--- config.mk ---
export PLATFORM = sky130hd
export DESIGN_NAME = serial_sub
export DESIGN_NICKNAME = d
export VERILOG_FILES = /design/src/rtl/serial_sub.sv
export SDC_FILE = /design/constraint.sdc
export NUM_CORES = 1
export LEC_CHECK = 0
export ABC_AREA = 1
export CAP_MARGIN = 10
export CORE_MARGIN = 2
export CORE_UTILIZATION = 54
export CTS_CLUSTER_SIZE = 8
export DETAILED_ROUTE_END_ITERATION = 6
export PLACE_DENSITY = 0.84
export SETUP_SLACK_MARGIN = 0.05
export SYNTH_ARGS = -nofsm -noshare
export SYNTH_HDL_FRONTEND = slang
export SYNTH_SLANG_ARGS = --single-unit
export TNS_END_PERCENT = 20
--- constraint.sdc ---
create_clock -name clk -period 2.1 [get_ports clk]
set_input_delay 0.42 -clock clk [delete_from_list [all_inputs] [get_ports clk]]
set_output_delay 0.42 -clock clk [all_outputs]
set_load 0.005 [all_outputs]
--- src/rtl/serial_sub.sv ---
// Bit-serial unsigned subtractor: a - b computed LSB first, one bit per clock,
// with the difference and final borrow presented in a separate output register.
module serial_sub #(
  parameter int unsigned WIDTH = 4
) (
  input  logic             clk,
  input  logic             rst_n,
  input  logic             start,
  input  logic [WIDTH-1:0] a,
  input  logic [WIDTH-1:0] b,
  output logic             busy,
  output logic             done,
  output logic [WIDTH-1:0] d,
  output logic             borrow
);

  localparam int unsigned CW = (WIDTH > 1) ? $clog2(WIDTH) : 1;

  typedef enum logic [1:0] {IDLE, RUN, DONE} state_t;

  state_t           state, state_next;
  logic [WIDTH-1:0] a_sh, b_sh, r_sh;
  logic             br;
  logic [CW-1:0]    cnt;
  logic             load_c, last_c, bit_c, br_c;

  // Next-state decode and the single-bit ripple-borrow cell
  always_comb begin
    state_next = state;
    load_c     = 1'b0;
    last_c     = 1'b0;
    bit_c      = a_sh[0] ^ b_sh[0] ^ br;
    br_c       = (~a_sh[0] & b_sh[0]) | (~(a_sh[0] ^ b_sh[0]) & br);
    unique case (state)
      IDLE: begin
        if (start) begin
          load_c     = 1'b1;
          state_next = RUN;
        end
      end
      RUN: begin
        if (cnt == CW'(WIDTH - 1)) begin
          last_c     = 1'b1;
          state_next = DONE;
        end
      end
      DONE: begin
        if (start) begin
          load_c     = 1'b1;
          state_next = RUN;
        end else begin
          state_next = IDLE;
        end
      end
      default: state_next = IDLE;
    endcase
  end

  // State register; busy/done are flopped from the next state
  always_ff @(posedge clk or negedge rst_n) begin
    if (!rst_n) begin
      state <= IDLE;
      busy  <= 1'b0;
      done  <= 1'b0;
    end else begin
      state <= state_next;
      busy  <= (state_next == RUN);
      done  <= (state_next == DONE);
    end
  end

  // Operand shifters, working result register and the held output register
  always_ff @(posedge clk or negedge rst_n) begin
    if (!rst_n) begin
      a_sh   <= '0;
      b_sh   <= '0;
      r_sh   <= '0;
      br     <= 1'b0;
      cnt    <= '0;
      d      <= '0;
      borrow <= 1'b0;
    end else if (load_c) begin
      a_sh <= a;
      b_sh <= b;
      r_sh <= '0;
      br   <= 1'b0;
      cnt  <= '0;
    end else if (state == RUN) begin
      a_sh <= a_sh >> 1;
      b_sh <= b_sh >> 1;
      r_sh <= {bit_c, r_sh[WIDTH-1:1]};
      br   <= br_c;
      cnt  <= cnt + CW'(1);
      if (last_c) begin
        d      <= {bit_c, r_sh[WIDTH-1:1]};
        borrow <= br_c;
      end
    end
  end

endmodule

==> impl_metrics.toml, run 1 <==
[status]
status = "completed"

[global_routing]
grt_max_degree = 24
grt_pass1_wl_um = 2770
antenna_found_initial = 0
gr-usage-all-layers_pct = 17.6
grt_overflow_total = 0
grt_pass1_vias = 668

[finish]
layout_common_cells = "nand2_1 (39), dfrtp_1 (23), clkdlybuf4s50_1 (17)"
final_common_cell = "nand2_1"
final_nets = 138
utilization_pct = 70.1
area_growth_pct = 19.2
layout-drive-gt1-share_pct = 16.1
fin_area_um2 = 1240
antenna-diode-count = 0

[clock_tree]
cts_tree = "yes"
cts_max_path_buffers = 2
postCtsSetupRepairBufs = 0
cts.sink_count = 23
ctsResizeCount = 0
ctsRootBufferMaster = "clkbuf_4"
cts-htree-levels = 1
cts_hold_buf = 0
clkTransAtPathRegs_ns = 0.13
cts_inserted_buffers = 3
clock_latency_ns = 0.31

[critical_path]
arrival_ns = 1.18
start_kind = "flip-flop"
reg2reg_from = "a_sh[0]"
worstSetupPathType = "flip-flop to output port"
max_stage_delay_ns = 0.50
cp_top_family = "buffers and inverters"
timing.rr.end = "r_sh[3]"
critPathRequiredTime_ns = 1.68
crit_path_end_kind = "output port"
r2r_slack_ns = 0.89
worstRegToRegCells = 3
critPathBufInv = 1
path_cells = "clkdlybuf4s50_1"
cp_slowest_cell = "clkdlybuf4s50_1"
crit_cells = 1
cp_max_fo = 2

[logic_synthesis]
avgSynthCellArea_um2 = 9.88
yosysTopAreaCell = "dfrtp_1"
ys_ff_latch = 23
synth_top_area_share_pct = 55.5
synth_area_um2 = 1040
netlist-cell-type-count = 16
syn-num-nets = 118
synth_cells = 105
synthTopCellsByArea = "dfrtp_1 (55%), nand2_1 (14%), nand3_2 (7.7%), nand3_1 (4.8%), o21ai_1 (2.4%)"
synth_warnings = 0
synth-seq-area-share_pct = 55.5

[floorplanning]
initial_utilization_pct = 58.8
core_um2 = 1760
die_w_um = 47.8
dieHeight_um = 47.8
rows = 15
io_pins = 18
die_area_um2 = 2290

[timing]
fin_worst_skew_ns = 0.00154
finalHoldViolCount = 0
period_needed_ns = 1.60
slew_headroom_pct = 78.1
slew_violations = 0
holdWs_ns = 0.439
rsz0062_at_grt = "false"
fin_crit_sh_pct = 76.1
setup_tns_ns = 0
tightestPinTransition_ns = 0.328
finalSetupViolCount = 0
clock.fmax_ghz = 0.626

[power_and_ir_drop]
power_density_nw_per_um2 = 1380
p_leak_nw = 0.613
power_mw = 1.71
ir_worst_vdd_mv = 0.968

[worst_hold_path]
hold_class = "input pin to asynchronous set/reset pin"

[place]
hpwlAfterDp_um = 1170
place_congestion = 0.754
io_buffers = 17
postPlaceCellArea_um2 = 1210

[drt]
dr_total_vias = 736
dr.pass1.iters = 4
via_per_inst = 4.94
drtIter0Drc = 3
finalWirelength_um = 1650
drc = 0
ant_nets = 0
routedWlPerCell_um = 11.1

[flow_run]
max_cap_viol_count = 0
==> synth_stat cells, drive strengths merged <==
cell	count
buf	3
dfrtp	23
fa	1
ha	1
inv	8
nand2	41
nand3	18
nor2	4
o21ai	6
==> how the worst max path moves through the flow <==
stage	start	to	slack (ns)
2_1_floorplan	a_sh[0]	r_sh[3]	0.99
3_3_place_gp	start	a_sh[2]	0.57
3_5_place_dp	start	b_sh[2]	0.54
4_1_cts	borrow	borrow	0.49
5_1_grt	d[2]	d[2]	0.44
6_report	borrow	borrow	0.50
==> report_power, final <==
| group | internal (mW) | total [mW] | switching, mW |
|---|---|---|---|
| registers | 0.636 | 0.753 | 0.116 |
| clock network | 0.0713 | 0.207 | 0.136 |
| logic | 0.324 | 0.749 | 0.424 |
==> stage by stage <==
stage	worst slack [ns]	std cells
after floorplan	0.988	105
after global placement	0.570	145
after detailed placement	0.544	145
after CTS	0.492	149
after global routing	0.439	149
final	0.503	149
==> registers in the layout, summed over array words and instances, names as in the netlist, 2 cells and up <==
| name | flops |
|---|---|
| a_sh | 4 |
| b_sh | 4 |
| cnt | 2 |
| d | 4 |
| r_sh | 3 |
| state | 2 |
==> cell families (layout without fill, tap and decap cells) <==
logic type,count (synthesis),after routing,share of synthesized area (%)
AOI/OAI and AO/OA,6,6,2.89
adders and majority gates,2,2,3.14
and+or+nand+nor,63,63,32.0
buffers and inverters,11,30,6.51
DFF,23,23,55.5
==> metal layers <==
layer | GRT usage [%] | part of all wire, % | vias up
li1 | - | - | 370
met1 | 22.5 | 46 | 341
met2 | 29.6 | 47 | 22
met3 | 2.26 | 4.9 | 3
met4 | 8.11 | 1.9 | 0
met5 | 0 | 0 | -
==> layout make-up <==
| cell class | instances | area [um^2] |
|---|---|---|
| sequential | 23 | 576 |
| fill | 155 | 528 |
| multi-input combinational | 71 | 394 |
| timing repair buffer | 18 | 178 |
| tap | 25 | 31.3 |
| inverter | 8 | 30.0 |
| clock buffer | 3 | 22.5 |
| clock inverter | 1 | 5.00 |
Note: power is estimated with default switching activity, not from simulation.
==> inputs of run 2 (changes only) <==
CORE_ASPECT_RATIO = 1.5   (was not set)
CORE_UTILIZATION = 45   (was 54)
PLACE_DENSITY = 0.75   (was 0.84)
clock period = 1.35 ns   (was 2.1 ns; I/O delays follow)
==> impl_metrics.toml, run 2 (synthesis gave the netlist of run 1 again) <==
[global_routing]
grt_pass1_vias = 736
gr-usage-all-layers_pct = 14.9
grt_max_degree = 24
grt_overflow_total = 0
antenna_found_initial = 0
grt_pass1_wl_um = 3110

[clock_tree]
ctsRootBufferMaster = "clkbuf_4"
cts.sink_count = 23
cts_tree = "yes"
cts_inserted_buffers = 3
clock_latency_ns = 0.31
cts_max_path_buffers = 2
cts-htree-levels = 1
clkTransAtPathRegs_ns = 0.12

[critical_path]
critPathRequiredTime_ns = 1.08
cp_top_family = "flip-flops"
critPathLaunch = "borrow"
worstRegToRegCells = 3
cp_max_fo = 2
path_cells = "dlygate4sd2_1"
max_stage_delay_ns = 0.40
crit_cells = 1
worstSetupPathType = "flip-flop to output port"
reg2reg_from = "a_sh[0]"
crit_path_end_kind = "output port"
critPathBufInv = 1
start_kind = "flip-flop"
arrival_ns = 0.97
cp_slowest_cell = "dfrtp_1"

[floorplanning]
rows = 21
dieHeight_um = 62.8
die_w_um = 43.2
die_area_um2 = 2710
core_um2 = 2210
io_pins = 18
initial_utilization_pct = 47.0

[finish]
antenna-diode-count = 0
final_nets = 142
layout_common_cells = "nand2_1 (39), dfrtp_1 (23), nand3_1 (10), clkdlybuf4s50_1 (10), nand3_2 (8)"
fill_cells = 213
fin_area_um2 = 1250
layout-drive-gt1-share_pct = 18.0
area_growth_pct = 20.9
final_common_cell = "nand2_1"
layout.cells.non_filler = 151
largestRegisters = "a_sh (4), b_sh (4), d (4)"

[power_and_ir_drop]
power_density_nw_per_um2 = 2100
ir_worst_vdd_mv = 1.01
power_mw = 2.63
p_leak_nw = 0.649

[drt]
via_per_inst = 5.07
drtIter0Drc = 16
finalWirelength_um = 1690
ant_nets = 0
dr.pass1.iters = 4
routedWlPerCell_um = 11.2
drc = 0
dr_total_vias = 765

[timing]
slew_headroom_pct = 80.4
finalHoldViolCount = 0
fin_worst_skew_ns = 0.00170
finalSetupViolCount = 0
fin_crit_sh_pct = 92.0
rsz0062_at_grt = "false"
tightestPinTransition_ns = 0.293
slew_violations = 0
clock.fmax_ghz = 0.806
period_needed_ns = 1.24

[flow_run]
max_cap_viol_count = 0

[place]
postPlaceCellArea_um2 = 1230
hpwlAfterDp_um = 1250
dp.cells = 146
place_congestion = 0.729
io_buffers = 17

[status]
status = "completed"

[worst_hold_path]
hold_class = "input pin to asynchronous set/reset pin"
==> run 2: cell types whose count changed in the layout (fill, tap and decap cells not counted) <==
cell,delta
clkinv_2,-1
dlygate4sd2_1,+7
clkbuf_1,+1
buf_4,+4
clkdlybuf4s50_1,-7
==> run 2: power by group <==
part	internal [mW]	switching (mW)	leakage [nW]
Clock	0.115	0.198	0.0150
Sequential	0.990	0.181	0.291
Combinational	0.491	0.650	0.343
==> run 2: metrics by stage <==
step                util (%)  worst slack [ns]  hold WS (ns)  setup TNS, ns
floorplan                  -             0.238       -0.0256              0
global placement        55.7            0.0543         0.454              0
detailed placement      55.7          -0.00277         0.463       -0.00277
CTS                     56.5            0.0887         0.302              0
global route            56.8            0.0565         0.326              0
finish                  56.8             0.109         0.294              0
==> run 2: metal layers <==
metal	share of wire, %	up-vias	GRT usage (%)
li1	-	381	-
met1	43	362	18.1
met2	51	17	24.8
met3	4.1	5	3.47
met4	1.8	0	5.68
met5	0	-	0
==> run 2: final timing paths <==
| check | endpoint | slack, ns |
|---|---|---|
| worst max-delay path | borrow | 0.11 |
| min in group clk | d[1] | 0.49 |
| max in group asynchronous | a_sh[1] | 0.83 |
| worst max register to register | r_sh[3] | 0.17 |
| worst min-delay path | b_sh[2] | 0.29 |
| worst min register to register | d[1] | 0.49 |
==> run 2: final cells by class <==
| type | count | area, um^2 | area share [%] |
|---|---|---|---|
| well taps | 23 | 28.8 | 2.30 |
| inverters | 8 | 30.0 | 2.40 |
| repair buffers | 22 | 199 | 15.9 |
| clock buffers | 4 | 26.3 | 2.10 |
| flip-flops and latches | 23 | 576 | 45.9 |
| multi-input cells | 71 | 394 | 31.4 |
==> run 2: repair_timing <==
item,in CTS,in global routing
hold endpoints to repair,0,0
endpoints found under the setup margin,7,1
gates resized for setup,7,0
hold buffers,0,0
buffers inserted,0,1
gates cloned,0,0
==> inputs of run 3 (changes only) <==
SLEW_MARGIN = 20   (was not set)
==> results of run 3 <==
Same layout as run 2: the final DEF is identical, and so are final timing and power.
